File: config.mk
export PLATFORM = sky130hd
export DESIGN_NAME = gpr_wb_arbiter_flat
export DESIGN_NICKNAME = d
export VERILOG_FILES = /design/src/rtl/gpr_wb_arbiter_pkg.sv /design/src/rtl/gpr_wb_arbiter_if.sv /design/src/rtl/gpr_wb_arbiter_wb_fifo.sv /design/src/rtl/gpr_wb_arbiter.sv /design/src/flat_wrapper.sv
export SDC_FILE = /design/constraint.sdc
export NUM_CORES = 1
export LEC_CHECK = 0
export CAP_MARGIN = 20
export CORE_UTILIZATION = 45
export CTS_CLUSTER_DIAMETER = 200
export DETAILED_ROUTE_END_ITERATION = 6
export PLACE_DENSITY = 0.77
export SLEW_MARGIN = 5
export SYNTH_ARGS = -nofsm -noshare
export SYNTH_HDL_FRONTEND = slang
export SYNTH_SLANG_ARGS = --single-unit
File: constraint.sdc
create_clock -name clk -period 2.25 [get_ports clk]
set_clock_uncertainty 0.1 [all_clocks]
set_input_delay 0.675 -clock clk [delete_from_list [all_inputs] [get_ports clk]]
set_output_delay 0.675 -clock clk [all_outputs]
set_load 0.05 [all_outputs]
File: src/rtl/gpr_wb_arbiter_pkg.sv
// Shared types and constants for the GPR writeback arbiter.
package gpr_pkg;

  localparam int ADDR_W  = 5;
  localparam int DATA_W  = 32;
  localparam int NUM_GPR = 32;

  typedef struct packed {
    logic [ADDR_W-1:0] rd;
    logic [DATA_W-1:0] wd;
  } wb_req_t;

  typedef enum logic {
    SRC_ALU = 1'b0,
    SRC_MEM = 1'b1
  } src_t;

  function automatic logic [NUM_GPR-1:0] rd_onehot(input logic [ADDR_W-1:0] r);
    logic [NUM_GPR-1:0] m;
    m    = '0;
    m[r] = 1'b1;
    return m;
  endfunction

endpackage

File: src/rtl/gpr_wb_arbiter_if.sv
// Writeback request handshakes, GPR write port and pending-register mask.
interface gpr_wb_arbiter_if;

  logic                        alu_valid;
  logic                        alu_ready;
  logic [gpr_pkg::ADDR_W-1:0]  alu_rd;
  logic [gpr_pkg::DATA_W-1:0]  alu_wd;
  logic                        mem_valid;
  logic                        mem_ready;
  logic [gpr_pkg::ADDR_W-1:0]  mem_rd;
  logic [gpr_pkg::DATA_W-1:0]  mem_wd;
  logic                        wGPR;
  logic [gpr_pkg::ADDR_W-1:0]  rd;
  logic [gpr_pkg::DATA_W-1:0]  wd;
  logic [gpr_pkg::NUM_GPR-1:0] pend_mask;

  modport master (
    output alu_valid, alu_rd, alu_wd, mem_valid, mem_rd, mem_wd,
    input  alu_ready, mem_ready, wGPR, rd, wd, pend_mask
  );

  modport slave (
    input  alu_valid, alu_rd, alu_wd, mem_valid, mem_rd, mem_wd,
    output alu_ready, mem_ready, wGPR, rd, wd, pend_mask
  );

endinterface

File: src/rtl/gpr_wb_arbiter_wb_fifo.sv
// Small synchronous FIFO of writeback requests; exposes every slot and its
// validity so the owner can build a pending-register mask.
module wb_fifo
  import gpr_pkg::*;
#(
  parameter int DEPTH = 2
) (
  input  logic                   clk,
  input  logic                   rst_n,
  input  logic                   push_i,
  input  wb_req_t                din_i,
  input  logic                   pop_i,
  output wb_req_t                head_o,
  output logic                   full_o,
  output logic                   empty_o,
  output wb_req_t [DEPTH-1:0]    entries_o,
  output logic    [DEPTH-1:0]    entry_valid_o
);

  localparam int PTR_W = $clog2(DEPTH);
  localparam int CNT_W = PTR_W + 1;

  wb_req_t [DEPTH-1:0] mem_q;
  logic [PTR_W-1:0]    wr_ptr_q;
  logic [PTR_W-1:0]    rd_ptr_q;
  logic [CNT_W-1:0]    count_q;
  logic                do_push;
  logic                do_pop;

  assign full_o    = (count_q == CNT_W'(DEPTH));
  assign empty_o   = (count_q == '0);
  assign do_push   = push_i && !full_o;
  assign do_pop    = pop_i && !empty_o;
  assign head_o    = mem_q[rd_ptr_q];
  assign entries_o = mem_q;

  // Slot gi holds live data when its distance from the read pointer is below count.
  generate
    for (genvar gi = 0; gi < DEPTH; gi++) begin : g_valid
      logic [PTR_W-1:0] offs;
      assign offs              = PTR_W'(gi) - rd_ptr_q;
      assign entry_valid_o[gi] = (CNT_W'(offs) < count_q);
    end
  endgenerate

  always_ff @(posedge clk or negedge rst_n) begin
    if (!rst_n) begin
      mem_q    <= '0;
      wr_ptr_q <= '0;
      rd_ptr_q <= '0;
      count_q  <= '0;
    end else begin
      if (do_push) begin
        mem_q[wr_ptr_q] <= din_i;
        wr_ptr_q        <= wr_ptr_q + PTR_W'(1);
      end
      if (do_pop) begin
        rd_ptr_q <= rd_ptr_q + PTR_W'(1);
      end
      if (do_push && !do_pop) begin
        count_q <= count_q + CNT_W'(1);
      end else if (do_pop && !do_push) begin
        count_q <= count_q - CNT_W'(1);
      end
    end
  end

endmodule

File: src/rtl/gpr_wb_arbiter.sv
// Round-robin merge of ALU and load writebacks onto the single registered
// GPR write port, with a mask of destinations still in flight.
module gpr_wb_arbiter
  import gpr_pkg::*;
#(
  parameter int FIFO_DEPTH = 2
) (
  input  logic             clk,
  input  logic             rst_n,
  gpr_wb_arbiter_if.slave  bus
);

  wb_req_t                  alu_req, mem_req, alu_head, mem_head, grant_req;
  wb_req_t [FIFO_DEPTH-1:0] alu_entries, mem_entries;
  logic    [FIFO_DEPTH-1:0] alu_ev, mem_ev;
  logic                     alu_full, alu_empty, mem_full, mem_empty;
  logic                     alu_push, mem_push, alu_pop, mem_pop;
  logic                     grant_valid;
  src_t                     grant_src;

  logic                     wgpr_q, wgpr_d;
  logic [ADDR_W-1:0]        rd_q, rd_d;
  logic [DATA_W-1:0]        wd_q, wd_d;
  src_t                     last_grant_q, last_grant_d;
  logic [NUM_GPR-1:0]       pend_mask;

  assign alu_req = '{rd: bus.alu_rd, wd: bus.alu_wd};
  assign mem_req = '{rd: bus.mem_rd, wd: bus.mem_wd};

  // Writes to r0 complete the handshake but are never buffered.
  assign alu_push = bus.alu_valid && !alu_full && (bus.alu_rd != '0);
  assign mem_push = bus.mem_valid && !mem_full && (bus.mem_rd != '0);

  assign bus.alu_ready = !alu_full;
  assign bus.mem_ready = !mem_full;

  wb_fifo #(.DEPTH(FIFO_DEPTH)) u_alu_fifo (
    .clk           (clk),
    .rst_n         (rst_n),
    .push_i        (alu_push),
    .din_i         (alu_req),
    .pop_i         (alu_pop),
    .head_o        (alu_head),
    .full_o        (alu_full),
    .empty_o       (alu_empty),
    .entries_o     (alu_entries),
    .entry_valid_o (alu_ev)
  );

  wb_fifo #(.DEPTH(FIFO_DEPTH)) u_mem_fifo (
    .clk           (clk),
    .rst_n         (rst_n),
    .push_i        (mem_push),
    .din_i         (mem_req),
    .pop_i         (mem_pop),
    .head_o        (mem_head),
    .full_o        (mem_full),
    .empty_o       (mem_empty),
    .entries_o     (mem_entries),
    .entry_valid_o (mem_ev)
  );

  always_comb begin
    grant_valid  = !alu_empty || !mem_empty;
    grant_src    = SRC_ALU;
    if (!alu_empty && !mem_empty) begin
      grant_src = (last_grant_q == SRC_ALU) ? SRC_MEM : SRC_ALU;
    end else if (!mem_empty) begin
      grant_src = SRC_MEM;
    end
    alu_pop      = grant_valid && (grant_src == SRC_ALU);
    mem_pop      = grant_valid && (grant_src == SRC_MEM);
    grant_req    = (grant_src == SRC_MEM) ? mem_head : alu_head;

    wgpr_d       = grant_valid;
    rd_d         = rd_q;
    wd_d         = wd_q;
    last_grant_d = last_grant_q;
    if (grant_valid) begin
      rd_d         = grant_req.rd;
      wd_d         = grant_req.wd;
      last_grant_d = grant_src;
    end
  end

  always_ff @(posedge clk or negedge rst_n) begin
    if (!rst_n) begin
      wgpr_q       <= 1'b0;
      rd_q         <= '0;
      wd_q         <= '0;
      last_grant_q <= SRC_ALU;
    end else begin
      wgpr_q       <= wgpr_d;
      rd_q         <= rd_d;
      wd_q         <= wd_d;
      last_grant_q <= last_grant_d;
    end
  end

  always_comb begin
    pend_mask = '0;
    for (int i = 0; i < FIFO_DEPTH; i++) begin
      if (alu_ev[i]) pend_mask = pend_mask | rd_onehot(alu_entries[i].rd);
      if (mem_ev[i]) pend_mask = pend_mask | rd_onehot(mem_entries[i].rd);
    end
    if (wgpr_q) pend_mask = pend_mask | rd_onehot(rd_q);
    pend_mask[0] = 1'b0;
  end

  assign bus.wGPR      = wgpr_q;
  assign bus.rd        = rd_q;
  assign bus.wd        = wd_q;
  assign bus.pend_mask = pend_mask;

endmodule
File: src/flat_wrapper.sv
// flat-port wrapper written by rule: the top's interface ports become plain ports
module gpr_wb_arbiter_flat import gpr_pkg::*;
#(
  parameter int FIFO_DEPTH = 2
)
  (clk, rst_n, bus_alu_valid, bus_alu_rd, bus_alu_wd, bus_mem_valid, bus_mem_rd, bus_mem_wd, bus_alu_ready, bus_mem_ready, bus_wGPR, bus_rd, bus_wd, bus_pend_mask);
  gpr_wb_arbiter_if bus_i ();
  input  logic clk;
  input  logic rst_n;
  input wire logic [$bits(bus_i.alu_valid)-1:0] bus_alu_valid;
  input wire logic [$bits(bus_i.alu_rd)-1:0] bus_alu_rd;
  input wire logic [$bits(bus_i.alu_wd)-1:0] bus_alu_wd;
  input wire logic [$bits(bus_i.mem_valid)-1:0] bus_mem_valid;
  input wire logic [$bits(bus_i.mem_rd)-1:0] bus_mem_rd;
  input wire logic [$bits(bus_i.mem_wd)-1:0] bus_mem_wd;
  output wire logic [$bits(bus_i.alu_ready)-1:0] bus_alu_ready;
  output wire logic [$bits(bus_i.mem_ready)-1:0] bus_mem_ready;
  output wire logic [$bits(bus_i.wGPR)-1:0] bus_wGPR;
  output wire logic [$bits(bus_i.rd)-1:0] bus_rd;
  output wire logic [$bits(bus_i.wd)-1:0] bus_wd;
  output wire logic [$bits(bus_i.pend_mask)-1:0] bus_pend_mask;
  assign bus_i.alu_valid = bus_alu_valid;
  assign bus_i.alu_rd = bus_alu_rd;
  assign bus_i.alu_wd = bus_alu_wd;
  assign bus_i.mem_valid = bus_mem_valid;
  assign bus_i.mem_rd = bus_mem_rd;
  assign bus_i.mem_wd = bus_mem_wd;
  assign bus_alu_ready = bus_i.alu_ready;
  assign bus_mem_ready = bus_i.mem_ready;
  assign bus_wGPR = bus_i.wGPR;
  assign bus_rd = bus_i.rd;
  assign bus_wd = bus_i.wd;
  assign bus_pend_mask = bus_i.pend_mask;
  gpr_wb_arbiter #(.FIFO_DEPTH(FIFO_DEPTH)) u_core (.clk(clk), .rst_n(rst_n), .bus(bus_i));
endmodule
; After elaboration in Yosys (flattened, before gate mapping)
; Index checks and enable logic that the tools add are counted.
[word_totals]
ram_bits = 0
latch_bits = 0
mem_count = 0
word_cells = 127
reg_bits = 195
output_inout_bits = 72
in_bits = 78
romBits = 0
[op_classes]
shifts = 0
n_div = 0
mul = 0
n_addsub = 12
bitwise_logic = 5
magnitude_cmp = 20
n_reduce_logical = 37
muxes = 33
n_eq_ne = 2
[ops]
columns = op, count
row1 = $mux W37, 7
row2 = $mux W32, 5
row3 = $bwmux W74, 2
row4 = $or A32 B32 Y32, 4
row5 = $demux W37 S1, 2
row6 = $lt A5 B6 Y1 const B, 5
row7 = $demux W1 S5, 5
row8 = $ge A5 B1 Y1 const B, 5
row9 = $logic_and A1 B1 Y1, 22
row10 = $reduce_bool A5 Y1, 2
row11 = $logic_not A1 Y1, 8
row12 = $lt A1 B2 Y1, 4
row13 = $lt A1 B2 Y1 const B, 4
row14 = $mux W1, 8
row15 = $mux W2, 4
row16 = $add A1 B1 Y1 const B, 4
row17 = $add A2 B1 Y2 const B, 2
row18 = $eq A2 B2 Y1 const B, 2
row19 = $logic_not A2 Y1, 2
row20 = $reduce_bool A2 Y1, 2
row21 = $sub A1 B1 Y1 const A, 4
row22 = $sub A2 B1 Y2 const B, 2
row23 = $ge A1 B1 Y1 const B, 2
row24 = $logic_or A1 B1 Y1, 1
row25 = $not A1 Y1, 1

; Longest topological paths before layout
[depth]
word_depth = 13
depth_mapped = 9
mapped_depth_nobuf = 7

; Cells and area by module
; From an unflattened synthesis, not the netlist that was laid out.
[hier_totals]
hier_cells = 794
hier_area_um2 = 10546.4
[modules_own_cells]
columns = mod, cells_each, seq_area_each_um2, instances, area_per_inst_um2
row1 = wb_fifo, 219, 1951.9, 2, 3706.1
row2 = gpr_wb_arbiter, 356, 975.9, 1, 3134.3

; Least setup slack after synthesis
; Ideal clock, no wire load.
[synth_timing]
path_type = register to output
from = reg u_core.wgpr_q (netlist: u_core.bus.wGPR)
to = out bus_pend_mask[28]
stages_incl_launch_ff = 5
arrival_time_ns = 1.924
setup_slack_ns = -0.449
t_required_ns = 1.475
path_buffers = 0
cell_sequence = dfrtp_1 > nor3b_1 > and4_1 > a41oi_1 > o211ai_1
[synth_between]
elab_chain_cells = 1
[synth_lines]
columns = element, line_no
row1 = "start, declared", gpr_wb_arbiter.sv:21  ; logic wgpr_q, wgpr_d;
row2 = "start signal, assigned", gpr_wb_arbiter.sv:93  ; wgpr_q <= wgpr_d;
row3 = $mux W32, gpr_wb_arbiter.sv:106  ; if (wgpr_q) pend_mask = pend_mask | rd_onehot(rd_q);
row4 = "end, declared", flat_wrapper.sv:21  ; output wire logic [$bits(bus_i.pend_mask)-1:0] bus_pend_mask;
; No other way between the ends.

; Final worst setup path
[layout_timing]
from = reg u_core.u_mem_fifo.count_q[1]
to = out bus_pend_mask[1]
[layout_between]
elab_chain_cells = 8
elab_cells_between_ends = 9
classes_between = order compare: 2 / mux: 4 / bitwise: 3
[layout_lines]
columns = element, line_no
row1 = "start, declared", gpr_wb_arbiter_wb_fifo.sv:26  ; logic [CNT_W-1:0] count_q;
row2 = "start signal, assigned", gpr_wb_arbiter_wb_fifo.sv:61  ; count_q <= count_q + CNT_W'(1);
row3 = "start signal, assigned", gpr_wb_arbiter_wb_fifo.sv:63  ; count_q <= count_q - CNT_W'(1);
row4 = $lt A1 B2 Y1, gpr_wb_arbiter_wb_fifo.sv:42  ; assign entry_valid_o[gi] = (CNT_W'(offs) < count_q);
row5 = $mux W32, gpr_wb_arbiter.sv:104  ; if (mem_ev[i]) pend_mask = pend_mask | rd_onehot(mem_entries[i].rd);
row6 = $or A32 B32 Y32, gpr_wb_arbiter.sv:103  ; if (alu_ev[i]) pend_mask = pend_mask | rd_onehot(alu_entries[i].rd);
row7 = $mux W32, gpr_wb_arbiter.sv:103
row8 = $or A32 B32 Y32, gpr_wb_arbiter.sv:104
row9 = $mux W32 *, gpr_wb_arbiter.sv:104
row10 = $or A32 B32 Y32, gpr_wb_arbiter.sv:106
row11 = $mux W32 *, gpr_wb_arbiter.sv:106
; Mark *: on every way between the ends. The rest lies on a longest branch, timed or not.

==> flow_summary.toml <==
[outcome]
status = "complete, but fails checks"
violations = "setup timing"

[pwr]
power_density_mw_per_mm2 = 1830
p_comb_share_pct = 62.9
p_clk_share_pct = 11.7
vdd.ir_drop.worst_mv = 1.05
seq_power_share_pct = 25.4
switchingPower_mw = 11.2
internal_power_mw = 16.1
p_sw_share_pct = 41.0
power.leakage_nw = 6.94

[grt]
grtUsageTotal_pct = 26.8
grt_start_max_net_pins = 65
antenna_found_initial = 0
grt_pass1_wl_um = 48300
grt-ovfl-total = 0
first_global_vias = 8580

[sta]
slew_headroom_pct = 51.1
max_slew.worst_pin.slew_ps = 733
finalCritPeriodShare_pct = 128
slew_viol_final = 0
final-setup-viol-count = 32
rsz0062_at_grt = "true"
finalWorstSetupSlack_ps = -624
whs_ps = 38.8
fmax_mhz = 348
finalHoldViolations = 0
post-route-min-period_ps = 2870

[synthesis]
yosysTopAreaCellShare_pct = 47.5
synthFlopType = "dfrtp_1"
ys_seq_area_share_pct = 47.5
syn-cell-area_mm2 = 0.0103
synth.distinct_cells = 60
ys_ff_latch = 195
synth_nets = 893
synth_edf_count = 0
ys_top_cells_by_count = "195 x dfrtp_1, 122 x mux2_2, 74 x mux2i_1"
synth_top_area_cell = "dfrtp_1"
synthArstFlopShare_pct = 100
syn_inst = 813
avgSynthCellArea_um2 = 12.6
synth_area_leaders = "dfrtp_1 48%, mux2_2 13%, mux2_4 8.8%"
yosysMostFrequentCell = "dfrtp_1"
yosysWarnings = 0

[finish]
diodes = 0
drive_gt1_share_pct = 49.5
finalNonFillerCells = 1381
fin_nets = 1168
postLayoutCoreUtil_pct = 67.8
area_growth_pct = 45.8
fill_cells = 1514

[setup_path]
r2r_end = "u_core.u_mem_fifo.entries_o[13]$_DFFE_PN0P_"
critPathLaunch = "u_core.u_mem_fifo.count_q[1]$_DFFE_PN0P_"
cp.arrival_ps = 2100
critPathCapture = "bus_pend_mask[1]"
crit_fanout = 7
r2r_start = "u_core.u_mem_fifo.count_q[0]$_DFFE_PN0P_"
crit_path_start_kind = "register"
cp_data_required_time_ps = 1470
r2r_setup_slack_ps = 90
r2r_cells = 8
crit_path_end_kind = "primary output"
critPathKind = "register to primary output"

[placement]
hpwl_um = 20900
gp_congestion = 0.961
pre_cts_ws_ps = -620
io_buffers = 148
dp.cells = 1321

[floorplan]
die_w_um = 153
die_area_mm2 = 0.0234
core_area_mm2 = 0.0221
start_util_pct = 46.5
pin_count = 150
die_height_um = 153
num_rows = 54

[detailed_routing]
wl_per_cell_um = 22.1
dr_total_vias = 7793
drc = 0
initialDrtViolationCount = 400
postRouteAntennaNets = 0
totalWireLength_um = 30500
drt_pass1_iterations = 5
viasPerCell = 5.64

[clock_network]
cts_made_buffers = 17
path_clk_slew_ps = 70
clkSinkCount = 195
clockBufferDepth = 2
cts_root_buf = "clkbuf_16"
cts_tree = "done"
htreeDepth = 4
insertion_delay_ps = 430

[hold_path]
min_path_type = "input pin to asynchronous set/reset pin"

[job]
maxCapViolCount = 0
-- cells in the final DEF, fill, tap and decap left out, types with 4 or more instances in the layout --
master	instances
nand3_1	12
nand2_1	53
clkdlybuf4s50_1	68
buf_16	5
nor2b_1	5
clkbuf_16	22
nor3b_4	4
dfrtp_2	10
buf_6	16
a221o_2	5
mux2_2	59
dfrtp_1	185
buf_4	157
o21ai_0	41
and3b_1	7
o211ai_1	11
nor3b_1	6
mux2i_1	74
xor2_1	6
o22ai_1	8
buf_12	53
nand3b_1	6
a22o_1	5
o21ai_4	6
xnor2_1	4
mux2_4	126
a211o_2	5
o22a_1	8
nor3_1	6
o221ai_2	4
nand4_1	8
nand2b_4	4
a22oi_2	8
nor2_1	13
-- stage by stage --
step	cell area (µm²)	setup TNS [ps]	power, mW
floorplan	10800	-8260	16.9
global placement	13600	-83050	22.4
detailed placement	13600	-87990	22.8
CTS	14900	-17840	27.2
global route	15000	-19650	28.6
finish	15000	-17690	27.4
-- final cells by class --
class / instances / area, µm² / area share, %
multi-input combinational: 558 / 5630 / 37.6
sequential: 195 / 4890 / 32.7
timing repair buffer: 315 / 3470 / 23.2
clock buffer: 19 / 453 / 3.03
tap: 280 / 350 / 2.34
clock inverter: 13 / 170 / 1.14
inverter: 1 / 3.75 / 0.0251
-- worst max-delay path, cell delays in order (launching register included) --
cell and delay, ps:
dfrtp_2 490, a21oi_4 70, buf_6 140, nor3b_4 430
buf_4 210, a21oi_2 50, nand4_1 120, buf_12 150
-- sequential cells by signal, indices dropped and copies added, names as in the netlist --
signal                       cells
u_core.bus.rd                    5
u_core.bus.wGPR                  1
u_core.bus.wd                   32
u_core.last_grant_q              1
u_core.u_alu_fifo.count_q        2
u_core.u_alu_fifo.entries_o     74
u_core.u_alu_fifo.rd_ptr_q       1
u_core.u_alu_fifo.wr_ptr_q       1
u_core.u_mem_fifo.count_q        2
u_core.u_mem_fifo.entries_o     74
u_core.u_mem_fifo.rd_ptr_q       1
u_core.u_mem_fifo.wr_ptr_q       1
-- metal layers --
metal	share of wire, %	track usage [%]	vias up
met5	0	0	-
met4	2.7	11.3	0
met1	43	33.8	3936
li1	-	-	3540
met3	4.6	4.08	60
met2	49	45.7	257
-- how the worst min path moves through the flow --
stage / end / slack (ps) / from / cells past startpoint
2_1_floorplan: u_core.bus.rd[0]$_DFFE_PN0N_ / 280 / rst_n / 0
3_3_place_gp: u_core.last_grant_q$_DFFE_PN0N_ / 370 / u_core.last_grant_q$_DFFE_PN0N_ / 1
3_5_place_dp: u_core.bus.wd[23]$_DFFE_PN0N_ / 380 / u_core.bus.wd[23]$_DFFE_PN0N_ / 2
4_1_cts: u_core.u_mem_fifo.entries_o[21]$_DFFE_PN0P_ / 40 / rst_n / 1
5_1_grt: u_core.u_alu_fifo.entries_o[23]$_DFFE_PN0P_ / 50 / rst_n / 1
6_report: u_core.u_mem_fifo.entries_o[15]$_DFFE_PN0P_ / 40 / rst_n / 1
-- cells by family after synthesis --
family,Yosys count,share of synthesized area (%)
mux,259,29.7
xor+xnor,10,0.853
compound gates,131,9.12
other cells,1,0.0365
fa+ha+maj,2,0.244
flops,195,47.5
buf+inv,60,4.13
simple gates,155,8.42
-- power by group through the flow --
stage                     clock network (mW)  logic (mW)  registers, mW
final                                   3.21        17.2           6.94
after global routing                    3.40        18.1           7.14
after CTS                               3.24        17.1           6.85
after detailed placement                   0        15.9           6.83
after global placement                     0        15.6           6.76
after floorplan                            0        9.39           7.51
-- repair_timing --
action | 4_1_cts | 5_1_grt
hold endpoints to repair | 0 | 0
cloned | 6 | 2
gates resized for setup | 81 | 22
pin swaps | 30 | 23
endpoints found under the setup margin | 180 | 77
hold buffers | 0 | 0
buffers inserted | 23 | 4
No activity file was read; power rests on OpenSTA's default activity.
